<file path="config.mk">
export PLATFORM = sky130hd
export DESIGN_NAME = cp0_unit_flat
export DESIGN_NICKNAME = d
export VERILOG_FILES = /design/src/rtl/cp0_unit_if.sv /design/src/rtl/cp0_unit.sv /design/src/flat_wrapper.sv
export SDC_FILE = /design/constraint.sdc
export NUM_CORES = 1
export LEC_CHECK = 0
export ABC_AREA = 0
export CAP_MARGIN = 0
export CORE_ASPECT_RATIO = 2
export CORE_MARGIN = 2
export CORE_UTILIZATION = 41
export DETAILED_ROUTE_END_ITERATION = 8
export HOLD_SLACK_MARGIN = 0.15
export PLACE_DENSITY = 0.83
export SYNTH_ARGS = -nofsm -noshare
export SYNTH_HDL_FRONTEND = slang
export SYNTH_SLANG_ARGS = --single-unit
</file>
<file path="constraint.sdc">
create_clock -name clk -period 3 [get_ports clk]
set_input_delay 0.3 -clock clk [delete_from_list [all_inputs] [get_ports clk]]
set_output_delay 0.3 -clock clk [all_outputs]
set_load 0.005 [all_outputs]
</file>
<file path="src/rtl/cp0_unit_if.sv">
// cp0_unit_if: M-stage signal bundle between the cpu pipeline and the
// coprocessor-0 exception/interrupt unit. The cpu side is the master,
// the cp0 unit is the slave.
interface cp0_unit_if;
  logic [4:0]  A1;
  logic [4:0]  A2;
  logic [31:0] Din;
  logic        WE;
  logic [31:0] PC;
  logic        BDIn;
  logic [4:0]  ExcCodeIn;
  logic        EXLClr;
  logic [5:0]  HWint;
  logic [31:0] Dout;
  logic [31:0] EPCOut;
  logic [31:0] HandlerPC;
  logic        Req;

  modport master (
    output A1, A2, Din, WE, PC, BDIn, ExcCodeIn, EXLClr, HWint,
    input  Dout, EPCOut, HandlerPC, Req
  );

  modport slave (
    input  A1, A2, Din, WE, PC, BDIn, ExcCodeIn, EXLClr, HWint,
    output Dout, EPCOut, HandlerPC, Req
  );
endinterface

</file>
<file path="src/rtl/cp0_unit.sv">
// cp0_unit: coprocessor-0 exception/interrupt unit sitting in the M stage.
// Holds SR (12), Cause (13) and EPC (14), raises Req for interrupts and
// synchronous exceptions, serves mfc0/mtc0 and clears EXL on eret.
// Optional feature macro: CP0_PRID_EN adds a read-only PRId register (15).
module cp0_unit #(
  parameter logic [31:0] HANDLER_PC = 32'h0000_4180
`ifdef CP0_PRID_EN
  ,
  parameter logic [31:0] PRID_VALUE = 32'h4D49_5053
`endif
) (
  input  logic        clk,
  input  logic        reset,
  cp0_unit_if.slave   bus
);

  // SR fields
  logic [5:0]  im;
  logic        exl;
  logic        ie;
  // Cause fields
  logic        bd;
  logic [5:0]  ip;
  logic [4:0]  exc_code;
  // EPC, always word aligned
  logic [31:0] epc;

  logic        int_req;
  logic        exc_req;
  logic        req;
  logic [31:0] pc_aligned;
  logic [31:0] din_aligned;
  logic [31:0] sr_value;
  logic [31:0] cause_value;
  logic        epc_write;

  // Request decode: pending unmasked interrupt or a synchronous exception,
  // both blocked while already inside a handler.
  always_comb begin
    int_req     = (|(bus.HWint & im)) & ie & ~exl;
    exc_req     = (bus.ExcCodeIn != 5'd0) & ~exl;
    req         = int_req | exc_req;
    pc_aligned  = bus.PC & 32'hFFFF_FFFC;
    din_aligned = bus.Din & 32'hFFFF_FFFC;
    sr_value    = {16'd0, im, 8'd0, exl, ie};
    cause_value = {bd, 15'd0, ip, 3'd0, exc_code, 2'b00};
    epc_write   = bus.WE & ~req & (bus.A2 == 5'd14);
  end

  // Register update: exception entry beats mtc0, eret clears EXL last so an
  // illegal eret+mtc0-to-SR combination leaves EXL cleared.
  always_ff @(posedge clk or negedge reset) begin
    if (!reset) begin
      im       <= 6'd0;
      exl      <= 1'b0;
      ie       <= 1'b0;
      bd       <= 1'b0;
      ip       <= 6'd0;
      exc_code <= 5'd0;
      epc      <= 32'd0;
    end else begin
      ip <= bus.HWint;
      if (req) begin
        exl      <= 1'b1;
        bd       <= bus.BDIn;
        epc      <= bus.BDIn ? (pc_aligned - 32'd4) : pc_aligned;
        exc_code <= int_req ? 5'd0 : bus.ExcCodeIn;
      end else if (bus.WE) begin
        if (bus.A2 == 5'd12) begin
          im  <= bus.Din[15:10];
          exl <= bus.Din[1];
          ie  <= bus.Din[0];
        end else if (bus.A2 == 5'd14) begin
          epc <= din_aligned;
        end
      end
      if (bus.EXLClr && !req) begin
        exl <= 1'b0;
      end
    end
  end

  // mfc0 read mux returns the pre-edge register contents.
  always_comb begin
    bus.Dout = 32'd0;
    case (bus.A1)
      5'd12:   bus.Dout = sr_value;
      5'd13:   bus.Dout = cause_value;
      5'd14:   bus.Dout = epc;
`ifdef CP0_PRID_EN
      5'd15:   bus.Dout = PRID_VALUE;
`endif
      default: bus.Dout = 32'd0;
    endcase
  end

  // EPC bypass lets an mtc0 EPC directly followed by eret redirect correctly.
  always_comb begin
    bus.EPCOut    = epc_write ? din_aligned : epc;
    bus.HandlerPC = HANDLER_PC;
    bus.Req       = req;
  end

endmodule

</file>
<file path="src/flat_wrapper.sv">
// flat-port wrapper written by rule: the top's interface ports become plain ports
module cp0_unit_flat 
#(
  parameter logic [31:0] HANDLER_PC = 32'h0000_4180

)
  (clk, reset, bus_A1, bus_A2, bus_Din, bus_WE, bus_PC, bus_BDIn, bus_ExcCodeIn, bus_EXLClr, bus_HWint, bus_Dout, bus_EPCOut, bus_HandlerPC, bus_Req);
  cp0_unit_if bus_i ();
  input  logic clk;
  input  logic reset;
  input wire logic [$bits(bus_i.A1)-1:0] bus_A1;
  input wire logic [$bits(bus_i.A2)-1:0] bus_A2;
  input wire logic [$bits(bus_i.Din)-1:0] bus_Din;
  input wire logic [$bits(bus_i.WE)-1:0] bus_WE;
  input wire logic [$bits(bus_i.PC)-1:0] bus_PC;
  input wire logic [$bits(bus_i.BDIn)-1:0] bus_BDIn;
  input wire logic [$bits(bus_i.ExcCodeIn)-1:0] bus_ExcCodeIn;
  input wire logic [$bits(bus_i.EXLClr)-1:0] bus_EXLClr;
  input wire logic [$bits(bus_i.HWint)-1:0] bus_HWint;
  output wire logic [$bits(bus_i.Dout)-1:0] bus_Dout;
  output wire logic [$bits(bus_i.EPCOut)-1:0] bus_EPCOut;
  output wire logic [$bits(bus_i.HandlerPC)-1:0] bus_HandlerPC;
  output wire logic [$bits(bus_i.Req)-1:0] bus_Req;
  assign bus_i.A1 = bus_A1;
  assign bus_i.A2 = bus_A2;
  assign bus_i.Din = bus_Din;
  assign bus_i.WE = bus_WE;
  assign bus_i.PC = bus_PC;
  assign bus_i.BDIn = bus_BDIn;
  assign bus_i.ExcCodeIn = bus_ExcCodeIn;
  assign bus_i.EXLClr = bus_EXLClr;
  assign bus_i.HWint = bus_HWint;
  assign bus_Dout = bus_i.Dout;
  assign bus_EPCOut = bus_i.EPCOut;
  assign bus_HandlerPC = bus_i.HandlerPC;
  assign bus_Req = bus_i.Req;
  cp0_unit #(.HANDLER_PC(HANDLER_PC)) u_core (.clk(clk), .reset(reset), .bus(bus_i));
endmodule
</file>
==> results.yml <==
routing:
  ant_nets: 0
  num_vias: 3431
  drtIter0Drc: 135
  drc: 0
  drt_wl_total_mm: 11.2
  routed_via_density: 5.26
  wl_per_cell_um: 17.2
  first_pass_iters: 4
clock_tree:
  numClockSinks: 50
  clk_latency_ns: 0.29
  cts_made_buffers: 5
  cts.path.max_buffers: 2
  cts_tree: "done"
  htree_levels: 2
  cts_root_buf: "clkbuf_16"
  cts.clk_slew.worst_paths_ns: 0.07
  hold_buffers: 0
placement:
  place_ws_ns: 0.0429
  io_buffers: 150
  gp_congestion: 0.877
  placed_cells: 644
  place_area_um2: 5320
  hpwl_mm: 8.64
hold_path:
  min_to: "u_core.ip[2]$_DFF_PN0_"
  hold_path.class: "in -> reg"
  min_from: "bus_HWint[2]"
  min_path_cells: 1
synth:
  yosys-mux-area-fraction: 0.220
  synth_cell_type_count: 41
  synth-seq-area-share: 0.333
  synth_top_cell_by_area: "dfrtp_1"
  synthCells: 402
  synth_top_family_by_area: "multiplexers"
  synth_area_um2: 3760
  synth_top_area_frac: 0.333
  synthSimpleGateAreaFrac: 0.189
  synthAdderAreaFrac: 0.00333
  ys_seq_elements: 50
  netlist_top_cells_area: "dfrtp_1 (33%), mux2_2 (19%), buf_4 (6.8%), xnor2_1 (5.6%), nor2_1 (3.6%)"
  synth.avg_cell_area_um2: 9.35
  yosysWarnings: 0
  synth_xor_area_frac: 0.0652
  synth_compound_area_frac: 0.0862
power_and_ir_drop:
  power_density_nw_per_um2: 590
  p_leak_nw: 2.38
  peakVddDrop_uv: 240
timing:
  layout_setup_ws_ns: 0.0861
  fin_setup_tns_ns: 0
  fin_skew_ns: 0.00614
  grt_setup_unrepaired: "false"
  post-route-period-util: 0.971
  slew_headroom: 0.218
  fin_hold_ws_ns: 0.162
  hold_viol: 0
  worst_pin_slew_ns: 1.17
  final_max_slew_viol_count: 0
  fmax_mhz: 343
  post-route-min-period_ns: 2.91
  setup_viol: 0
critical_path:
  r2r_start: "u_core.im[2]$_DFFE_PN0P_"
  cpMostUsedCell: "clkdlybuf4s50_1"
  r2r_slack_ns: 0.57
  crit_type: "in -> out"
  cp_max_fo: 15
  cpPeakStageDelay_ns: 0.44
  crit_path_start: "bus_HWint[1]"
  cpMaxStageDelayCell: "clkdlybuf4s50_1"
  crit_chain: "clkdlybuf4s50_1, a22o_1, o31ai_2, buf_4, a31oi_4, nor2_4, buf_12, mux2_2, clkdlybuf4s50_1"
  cp-end-kind: "output port"
  r2r_end: "u_core.im[2]$_DFFE_PN0P_"
  worstPathRequired_ns: 2.70
  reg2reg_depth: 7
  critPathArrivalTime_ns: 2.61
  start_kind: "primary input"
run:
  cap_violations: 0
floorplan:
  num_rows: 49
  top_level_ports: 187
  core_area_um2: 8950
  start_util: 0.420
  die_width_um: 71.7
  die_h_um: 139
  dieArea_um2: 10000
final_layout:
  drive_gt1_frac: 0.178
  fin_cells: 652
  fill_cells: 750
  final_cell_area_um2: 5540
  n_antenna_cell: 0
  fin_nets: 640
  layout_common_cells: "clkdlybuf4s50_1 (120), mux2_2 (62), dfrtp_1 (50), nor2_1 (34), conb_1 (34)"
  final_common_cell: "clkdlybuf4s50_1"
  areaGrowthSynthToFinish_pct: 47.4
outcome:
  status: "finished clean"
global_routing:
  grt_usage: 0.225
  grt_max_degree: 51
  first_global_vias: 3572
  gr-total-overflow: 0
  antenna_found_initial: 0
  grt_pass1_wl_mm: 17.6
==> registers in the layout (all words and copies together) (netlist names) <==
| register | cells |
|---|---|
| u_core.epc | 30 |
| u_core.exl | 1 |
| u_core.bd | 1 |
| u_core.ie | 1 |
| u_core.im | 6 |
| u_core.exc_code | 5 |
| u_core.ip | 6 |
==> cells by family after synthesis <==
logic type	count (synthesis)
buffers and inverters	64
AND/OR/NAND/NOR	127
other	2
XOR/XNOR	28
adder cells (fa/ha/maj)	1
multiplexers	75
flip-flops	50
AO/OA/AOI/OAI	55
==> critical path, delay by kind of cell <==
family	cells	cell delay, ns
AO/OA/AOI/OAI	3	0.57
multiplexers	1	0.34
AND/OR/NAND/NOR	1	0.17
buffers and inverters	4	1.23
==> per-stage QoR <==
| step | power (mW) | utilization |
|---|---|---|
| after floorplan | 1.96 | - |
| after global placement | 2.69 | 0.594 |
| after detailed placement | 2.74 | 0.594 |
| after CTS | 3.35 | 0.611 |
| after global routing | 3.48 | 0.619 |
| final | 3.27 | 0.619 |
==> layout make-up <==
cell class / count / area, um2 / area share
tap: 102 / 128 / 0.0230
clock inverter: 2 / 12.5 / 0.00226
inverter: 8 / 30.0 / 0.00542
sequential: 50 / 1250 / 0.226
multi-input combinational: 320 / 2280 / 0.412
clock buffer: 6 / 139 / 0.0251
timing repair buffer: 164 / 1700 / 0.307
==> routing by layer <==
metal  track usage  share of wire
met5             0              0
met3        0.0319          0.048
met2         0.452           0.60
met4        0.0844          0.023
met1         0.217           0.33
==> Yosys cell counts <==
cell type and number:
clkbuf_1 15, or4_4 1, nand2b_1 1, a21oi_1 23, nand2_1 15, a31oi_1 2, nand4_1 1, ha_1 1
buf_4 34, buf_2 3, mux2_2 62, nor4_1 9, o31ai_2 1, xnor2_1 24, nor2b_1 2, mux2i_1 13
nand4b_1 1, o21ai_0 18, xor2_1 4, dfrtp_1 50, nor2_1 36, o21bai_1 1, nand4bb_1 1, nor3_1 13
buf_1 3, nor4b_1 4, nand3_1 6, and2_1 20, o211ai_1 1, or3_1 5, conb_1 2, a22o_1 9
or2_2 2, nor3_4 2, buf_6 1, or4_1 1, or3_4 1, inv_1 8, nand2b_4 1, nand3b_1 4
and4bb_2 1
==> report_power, final <==
part / internal (mW) / switching [mW]
Combinational: 0.898 / 0.614
Sequential: 0.953 / 0.215
Clock: 0.331 / 0.258
Total: 2.18 / 1.09
==> repair_timing <==
item	4_1_cts	5_1_grt
setup buffers	0	0
setup endpoints to repair	0	30
gates resized for setup	0	29
==> worst max-delay path by stage <==
stage / end / slack (ns) / depth (start not counted)
after floorplan: bus_EPCOut[10] / 0.87 / 6
after global placement: bus_EPCOut[30] / 0.05 / 9
after detailed placement: bus_EPCOut[13] / 0.04 / 9
after CTS: bus_EPCOut[13] / 0.03 / 9
after global routing: bus_EPCOut[24] / 0.02 / 9
final: bus_EPCOut[22] / 0.09 / 9
(Power assumes the default switching activity.)
